File: config.mk
export PLATFORM = sky130hd
export DESIGN_NAME = bin2seg_enc
export DESIGN_NICKNAME = d
export VERILOG_FILES = /design/src/rtl/bin2seg_enc.sv
export SDC_FILE = /design/constraint.sdc
export NUM_CORES = 1
export LEC_CHECK = 0
export CORE_UTILIZATION = 40
export CTS_CLUSTER_SIZE = 14
export DETAILED_ROUTE_END_ITERATION = 10
export GPL_TIMING_DRIVEN = 0
export HOLD_SLACK_MARGIN = 0.12
export PLACE_DENSITY_LB_ADDON = 0.25
export SYNTH_ARGS = -nofsm -noshare
export SYNTH_HDL_FRONTEND = slang
export SYNTH_SLANG_ARGS = --single-unit
File: constraint.sdc
create_clock -name clk -period 3.7 [get_ports clk]
set_input_delay 0.925 -clock clk [delete_from_list [all_inputs] [get_ports clk]]
set_output_delay 0.925 -clock clk [all_outputs]
set_load 0.1 [all_outputs]
File: src/rtl/bin2seg_enc.sv
// Binary-to-7-segment encoder: sequential double-dabble to 4 BCD digits, then registered encode.
// Optional leading-zero blanking is enabled by defining SEG_LZB_EN.
module bin2seg_enc #(
    parameter int VAL_W   = 16,
    parameter int MAX_VAL = 9999
) (
    input  logic             clk,
    input  logic             rst_n,
    input  logic             in_valid,
    output logic             in_ready,
    input  logic [VAL_W-1:0] value,
    input  logic [3:0]       dp_pos,
    output logic [7:0]       seg_a,
    output logic [7:0]       seg_b,
    output logic [7:0]       seg_c,
    output logic [7:0]       seg_d,
    output logic [3:0]       dp_k,
    output logic             ovf,
    output logic             upd
);

    typedef enum logic [1:0] {IDLE = 2'd0, CONV = 2'd1, OUT = 2'd2} state_t;

    state_t           state_q, state_d;
    logic [VAL_W-1:0] shreg_q, shreg_d;
    logic [15:0]      bcd_q, bcd_d, bcd_adj;
    logic [4:0]       cnt_q, cnt_d;
    logic [3:0]       dp_lat_q, dp_lat_d;
    logic             ovf_n_q, ovf_n_d;
    logic [3:0][7:0]  digs_q, digs_d, enc;
    logic [3:0]       dp_k_q, dp_k_d;
    logic             ovf_q, ovf_d;
    logic             upd_q, upd_d;
    logic [3:0]       blank;

    function automatic logic [7:0] seg7(input logic [3:0] d);
        case (d)
            4'd0:    seg7 = 8'h3F;
            4'd1:    seg7 = 8'h06;
            4'd2:    seg7 = 8'h5B;
            4'd3:    seg7 = 8'h4F;
            4'd4:    seg7 = 8'h66;
            4'd5:    seg7 = 8'h6D;
            4'd6:    seg7 = 8'h7D;
            4'd7:    seg7 = 8'h07;
            4'd8:    seg7 = 8'h7F;
            4'd9:    seg7 = 8'h6F;
            default: seg7 = 8'h00;
        endcase
    endfunction

    always_comb begin
        bcd_adj = bcd_q;
        for (int i = 0; i < 4; i++) begin
            if (bcd_q[4*i +: 4] >= 4'd5)
                bcd_adj[4*i +: 4] = bcd_q[4*i +: 4] + 4'd3;
        end
    end

    // A dp-marked digit stops the blanking chain for itself and everything to its right.
    always_comb begin
        blank = '0;
`ifdef SEG_LZB_EN
        blank[3] = (bcd_q[15:12] == 4'd0) && !dp_lat_q[3];
        blank[2] = blank[3] && (bcd_q[11:8] == 4'd0) && !dp_lat_q[2];
        blank[1] = blank[2] && (bcd_q[7:4] == 4'd0) && !dp_lat_q[1];
`endif
        for (int i = 0; i < 4; i++)
            enc[i] = blank[i] ? 8'h00 : seg7(bcd_q[4*i +: 4]);
    end

    always_comb begin
        state_d  = state_q;
        shreg_d  = shreg_q;
        bcd_d    = bcd_q;
        cnt_d    = cnt_q;
        dp_lat_d = dp_lat_q;
        ovf_n_d  = ovf_n_q;
        digs_d   = digs_q;
        dp_k_d   = dp_k_q;
        ovf_d    = ovf_q;
        upd_d    = 1'b0;
        case (state_q)
            IDLE: if (in_valid) begin
                shreg_d  = value;
                bcd_d    = '0;
                cnt_d    = '0;
                dp_lat_d = dp_pos;
                ovf_n_d  = 32'(value) > 32'(MAX_VAL);
                state_d  = CONV;
            end
            CONV: begin
                {bcd_d, shreg_d} = {bcd_adj, shreg_q} << 1;
                cnt_d = cnt_q + 5'd1;
                if (cnt_q == 5'(VAL_W - 1))
                    state_d = OUT;
            end
            OUT: begin
                if (ovf_n_q) begin
                    digs_d = {4{8'h40}};
                    dp_k_d = 4'd0;
                    ovf_d  = 1'b1;
                end else begin
                    digs_d = enc;
                    dp_k_d = dp_lat_q;
                    ovf_d  = 1'b0;
                end
                upd_d   = 1'b1;
                state_d = IDLE;
            end
            default: state_d = IDLE;
        endcase
    end

    always_ff @(posedge clk or negedge rst_n) begin
        if (!rst_n) begin
            state_q  <= IDLE;
            shreg_q  <= '0;
            bcd_q    <= '0;
            cnt_q    <= '0;
            dp_lat_q <= '0;
            ovf_n_q  <= 1'b0;
            digs_q   <= '0;
            dp_k_q   <= '0;
            ovf_q    <= 1'b0;
            upd_q    <= 1'b0;
        end else begin
            state_q  <= state_d;
            shreg_q  <= shreg_d;
            bcd_q    <= bcd_d;
            cnt_q    <= cnt_d;
            dp_lat_q <= dp_lat_d;
            ovf_n_q  <= ovf_n_d;
            digs_q   <= digs_d;
            dp_k_q   <= dp_k_d;
            ovf_q    <= ovf_d;
            upd_q    <= upd_d;
        end
    end

    assign in_ready = (state_q == IDLE);
    assign seg_a    = digs_q[0];
    assign seg_b    = digs_q[1];
    assign seg_c    = digs_q[2];
    assign seg_d    = digs_q[3];
    assign dp_k     = dp_k_q;
    assign ovf      = ovf_q;
    assign upd      = upd_q;

endmodule
# Word level (Yosys, flattened, before mapping)
# Memories as Yosys holds them, arrays and structs flattened.
# Cells that the tools add are included.
[word_totals]
ff_bits = 82
mem_bits_ro = 448
word_cells = 54
output_inout_bits = 39
mem_count = 4
in_bits = 23
[op_classes]
muxes = 17
n_lt_le_gt_ge = 5
reduce_logical = 5
addsub = 5
eq_ne = 5
[mem_list]
columns = ["name", "depth", "width", "rd", "rd_clocked_by_memory_dff", "wr", "line", "rtl"]
rows = [
  ["(no name shown)", 16, 7, 1, 0, 0, "37", "case (d)"],
  ["(no name shown)", 16, 7, 1, 0, 0, "37", ""],
  ["(no name shown)", 16, 7, 1, 0, 0, "37", ""],
  ["(no name shown)", 16, 7, 1, 0, 0, "37", ""],
]
[ops]
columns = ["operator", "n"]
rows = [
  ["one-hot mux 16 bit (2 select lines)", 2],
  ["2-to-1 mux 16 bit", 2],
  ["2-to-1 mux 32 bit", 1],
  [">= comparator 4 x 3 -> 1 bit, second input constant", 4],
  ["greater-than comparator 16 x 14 -> 1 bit, second input constant", 1],
  ["2-to-1 mux 4 bit", 4],
  ["adder 4 x 2 -> 4 bit, second input constant", 3],
  ["one-hot mux 5 bit (2 select lines)", 1],
  ["AND reduction 2 bit", 3],
  ["adder 5 x 1 -> 5 bit, second input constant", 1],
  ["== test 5 x 4 -> 1 bit, second input constant", 1],
  ["2-to-1 mux 5 bit", 1],
  ["2-to-1 mux 2 bit", 2],
  ["inequality test 2 bit, second input constant", 2],
  ["one-hot mux 2 bit (2 select lines)", 1],
  ["adder 3 x 2 -> 3 bit, second input constant", 1],
  ["2-to-1 mux 3 bit", 1],
  ["== test 2 x 1 -> 1 bit, second input constant", 1],
  ["== test 2 bit, second input constant", 1],
  ["logical NOT 2 bit", 1],
  ["2-to-1 mux 1 bit", 2],
  ["nonzero test 2 bit", 1],
]

# Depth between registers and ports, before layout
[depth]
depth_word = 3
depth_mapped = 6
ltp_nobuf = 6

# Least setup slack after synthesis
# Ideal clock, no wire load.
[synth_path]
path_kind = "register -> register"
start = "reg state_q[0]"
end = "reg bcd_q[6]"
stages_incl_launch_ff = 6
n_path_buf = 1
setup_time_ns = 0.134
arrival_time_ns = 2.608
setup_slack_ns = 0.958
required_ns = 3.566
period_less_slack_ns = 2.742
cell_sequence = "dfrtp_1 nor2_1 nand2_1 buf_2 nand3_1 o21ai_0"
[synth_via]
elab_chain_len = 3
word_cells_on_any_way = 6
cone_classes = "eq/ne (2); mux (1); reduce/logical (3)"
[synth_lines]
columns = ["item", "line", "rtl"]
rows = [
  ["start: declaration", "24", "state_t state_q, state_d;"],
  ["start signal: assignment", "128", "state_q <= state_d;"],
  ["logical NOT 2 bit (*)", "-", ""],
  ["via in_ready", "10", "output logic in_ready,"],
  ["inequality test 2 bit (no line) / nonzero test 2 bit (equally long branches)", "-", ""],
  ["AND reduction 2 bit (no line)", "-", ""],
  ["end signal: assignment", "119", "bcd_q <= '0;"],
  ["end signal: assignment", "130", "bcd_q <= bcd_d;"],
  ["end: declaration", "26", "logic [15:0] bcd_q, bcd_d, bcd_adj;"],
]
# Mark *: on every way through the listed nets, which the timed path passes. The rest lies on a longest branch.
# A chain may end at the register's enable or synchronous reset.

# Final worst setup path
[layout_path]
start = "reg state_q[0]"
end = "out in_ready"
[layout_via]
elab_chain_len = 1
[layout_lines]
columns = ["item", "line", "rtl"]
rows = [
  ["logical NOT 2 bit", "141", "assign in_ready = (state_q == IDLE);"],
  ["end: declaration", "10", ""],
]
# No other way between the ends.

==> impl_summary.log <==
INFO  metric viasPerCell = 4.989
INFO  metric worst_skew_pair.late_latency = approximately 350 ps
INFO  metric final_util = ~52%
INFO  metric globalRouteOverflowTotal = 0
INFO  metric cts_tree = done
INFO  metric synthMostInstantiatedCell = nand2_1
INFO  metric post_synth_most_frequent_cells = nand2_1, dfrtp_1, o21ai_0, a21oi_1
INFO  metric fp.dieArea = between 0.01 and 0.015 mm2
INFO  metric clk_pin_slew = 80 ps
INFO  metric ys_seq_area_share = ~50%
INFO  metric setup_total_negative_slack = 0 ps
INFO  metric timing.fmax = 321.9 MHz
INFO  metric routed_wl = 8824 um
INFO  metric timing.rr.start = bcd_q[9]$_DFFE_PN0P_
INFO  metric worstHoldPathType = in -> async
INFO  metric cell_chosen_for_the_clock_root = clkbuf_8
INFO  metric critical_path.slowest_cell = clkdlybuf4s50_1
INFO  metric io_pins = 62
INFO  metric avgSynthCellArea = roughly 9.1 um2
INFO  metric ctsHtreeMaxLevel = 3
INFO  metric final_worst_clock_skew = 10.26 ps
INFO  metric drt-initial-drc-count = roughly 140
INFO  metric drtPass1Iterations = 4
INFO  metric remaining_drc_errors = 0
INFO  metric worst-path-stages = 2
INFO  metric yosys.cell_types.count = 38
INFO  metric asyncSetResetFlopFracSynth = 100.0%
INFO  metric cp_top_family = buffers and inverters
INFO  metric post_cts_resized = 0
INFO  metric worst_r2r_endpoint = bcd_q[10]$_DFFE_PN0P_
INFO  metric synth_enable_flop_cells = 0
INFO  metric grt_first_pass_wirelength = 14,790 um
INFO  metric initial_utilization = 41.77%
INFO  metric setup_viol = 0
INFO  metric pin_count_of_the_biggest_net_entering_global_routing = 63
INFO  metric routed_wire_length_per_instance = between 10 and 15 um
INFO  metric synth.ff_latch_count = slightly below 80
INFO  metric start_point_of_the_critical_path = state_q[0]$_DFFE_PN0P_
INFO  metric synth_top_cell_by_area = dfrtp_1
INFO  metric hold_violations = 0
INFO  metric antenna_cells = 0
INFO  metric vias_in_the_first_global_route = ~3,000
INFO  metric crit_chain = nor2_1 -> clkdlybuf4s50_1
INFO  metric timing.max_cap.violations = 0
INFO  metric ir_worst_vdd = 483.5 uV
INFO  metric power.total = 0.003777 W
INFO  metric fp-row-count = 35
INFO  metric max_stage_delay = approximately 1200 ps
INFO  metric hpwlAfterDp = 6213 um
INFO  metric final_layout_size_suffix_gt1_share = between 7 and 8%
INFO  metric post_synth_main_area_contributors = dfrtp_1, nand2_1, o21ai_0, ha_1, a21oi_1
INFO  metric area_growth = 25.08%
INFO  metric postCtsSetupBuffers = 0
INFO  metric placement.cell_area = 0.004664 mm2
INFO  metric portBuffers = between 50 and 60
INFO  metric critical_path_source_type = register
INFO  metric clk_path_buf_depth = 2
INFO  metric place.gp.congestion = a little over 0.8
INFO  metric grtUsageTotal = between 10% and 20%
INFO  metric critical_path_start_end_classification = reg -> out
INFO  metric min_period_over_period = ~84%
INFO  metric fin_nets = between 500 and 600
INFO  metric timing.critical_path.required = ~2800 ps
INFO  metric coreArea = slightly above 0.009 mm2
INFO  metric synth.yosys.warnings = 0
INFO  metric post-route-min-period = slightly above 3000 ps
INFO  metric power.static_leakage = around 2.2 nW
INFO  metric synthesis.area = slightly below 0.004 mm2
INFO  metric powerDensity = 775.1 mW/mm2
INFO  metric worstPathArrival = approximately 2200 ps
INFO  metric critical_path.endpoint = in_ready
INFO  metric rsz0062_at_grt = false
INFO  metric postCtsHoldBufs = 0
INFO  metric cp_num_buf_inv = 1
INFO  metric timing_max_transition_violations_final = 0
INFO  metric worstMarginPinSlew = slightly below 1000 ps
INFO  metric holdWs = around 430 ps
INFO  metric number_of_cells_traversed_by_the_worst_register_to_register_path = 6
INFO  metric crit_path_max_fanout = 6
INFO  metric run_status = complete, no violations
INFO  metric stdcell_area = roughly 0.005 mm2
INFO  metric antenna_violations_before_repair = 0
INFO  metric tritoncts_num_sinks = 78
INFO  metric crit_path_end_kind = primary output
INFO  metric number_of_instances_in_the_synthesized_netlist = approximately 430
INFO  metric post-synth-top-area-fraction = approximately half
INFO  metric die-height = roughly 100 um
INFO  metric worst_slew_margin_rel = 34.24%
INFO  metric ant_nets = 0
INFO  metric dr_total_vias = 3,158
INFO  metric timing.reg2reg.setup_slack = about 1900 ps
INFO  metric ys_dominant_reg_cell = dfrtp_1
INFO  metric cts_inserted_buffers = 9
INFO  metric die_width = a little over 100 um
==> cells in the final DEF, fill, tap and decap left out, types with 2 or more instances in the layout <==
master,synthesis,layout
nand2b_1,14,14
xnor2_1,4,4
buf_4,5,6
mux2i_1,3,3
o21ai_1,5,5
a22o_1,3,3
a31oi_1,3,3
a21o_1,3,3
conb_1,1,4
inv_1,15,15
o31ai_1,3,3
clkinv_1,2,2
nor3b_1,2,2
a22oi_1,14,14
clkbuf_8,0,11
nor3b_4,2,2
xor2_1,2,2
dfrtp_1,78,78
nand2_1,89,89
a211oi_1,2,2
o21ai_0,56,56
clkinvlp_4,0,2
nor2_1,22,22
buf_2,13,13
ha_1,22,22
nand4_1,2,2
nor3_1,7,7
nand3_1,11,11
mux2_2,2,2
nor2b_1,2,2
a21oi_1,23,23
clkbuf_1,9,10
clkdlybuf4s50_1,0,56
==> worst min-delay path by stage <==
stage	startpoint	end	depth (start not counted)
floorplan	shreg_q[15]$_DFFE_PN0P_	shreg_q[15]$_DFFE_PN0P_	2
global placement	dp_lat_q[3]$_DFFE_PN0P_	dp_lat_q[3]$_DFFE_PN0P_	2
detailed placement	dp_lat_q[0]$_DFFE_PN0P_	dp_lat_q[0]$_DFFE_PN0P_	2
CTS	rst_n	seg_b[5]$_DFFE_PN0P_	1
global route	rst_n	seg_a[0]$_DFFE_PN0P_	1
finish	rst_n	seg_b[5]$_DFFE_PN0P_	1
==> flip-flops by register name, indices dropped and copies added, names as in the netlist, 2 cells and up <==
name,cells
dp_k,4
seg_d,7
dp_lat_q,4
seg_c,7
cnt_q,5
bcd_q,16
state_q,2
shreg_q,16
seg_b,7
seg_a,7
==> cells by family after synthesis <==
logic type / share of synthesized area, %
XOR/XNOR: 1.349
multiplexers: 1.349
AO/OA/AOI/OAI: 16.99
adder cells (fa/ha/maj): 7.065
buffers and inverters: 5.138
flip-flops: 50.10
AND/OR/NAND/NOR: 17.92
other: 0.09625
==> where the power goes <==
| part | switching [W] | internal, W | total (W) |
|---|---|---|---|
| registers | 0.000200 | 0.00110 | 0.00130 |
| clock network | 0.000318 | 0.000351 | 0.000669 |
| logic | 0.00117 | 0.000635 | 0.00181 |
| total | 0.00169 | 0.00209 | 0.00378 |
==> layer usage <==
metal | up-vias | wire length [um] | GRT usage (%)
li1 | 1585 | - | -
met1 | 1497 | 4283 | 25.82
met2 | 67 | 4069 | 30.93
met3 | 9 | 356 | 3.190
met4 | 0 | 114 | 7.023
met5 | - | 0 | 0
==> stage by stage <==
step,instances,setup slack [ps]
3_3_place_gp,616,-1070
6_report,633,593.8
3_5_place_dp,617,984.5
5_1_grt,633,500.0
4_1_cts,633,585.5
2_1_floorplan,430,958.3
==> final cells by class <==
type	count	area, um2
inverters	17	63.81
fillers	902	4454
well taps	129	161.4
plain buffers	27	136.4
multi-input cells	308	1755
repair buffers	58	595.6
clock buffers	12	155.1
clock inverters	4	53.80
flip-flops and latches	78	1952
Note: power is estimated with default switching activity, not from simulation.
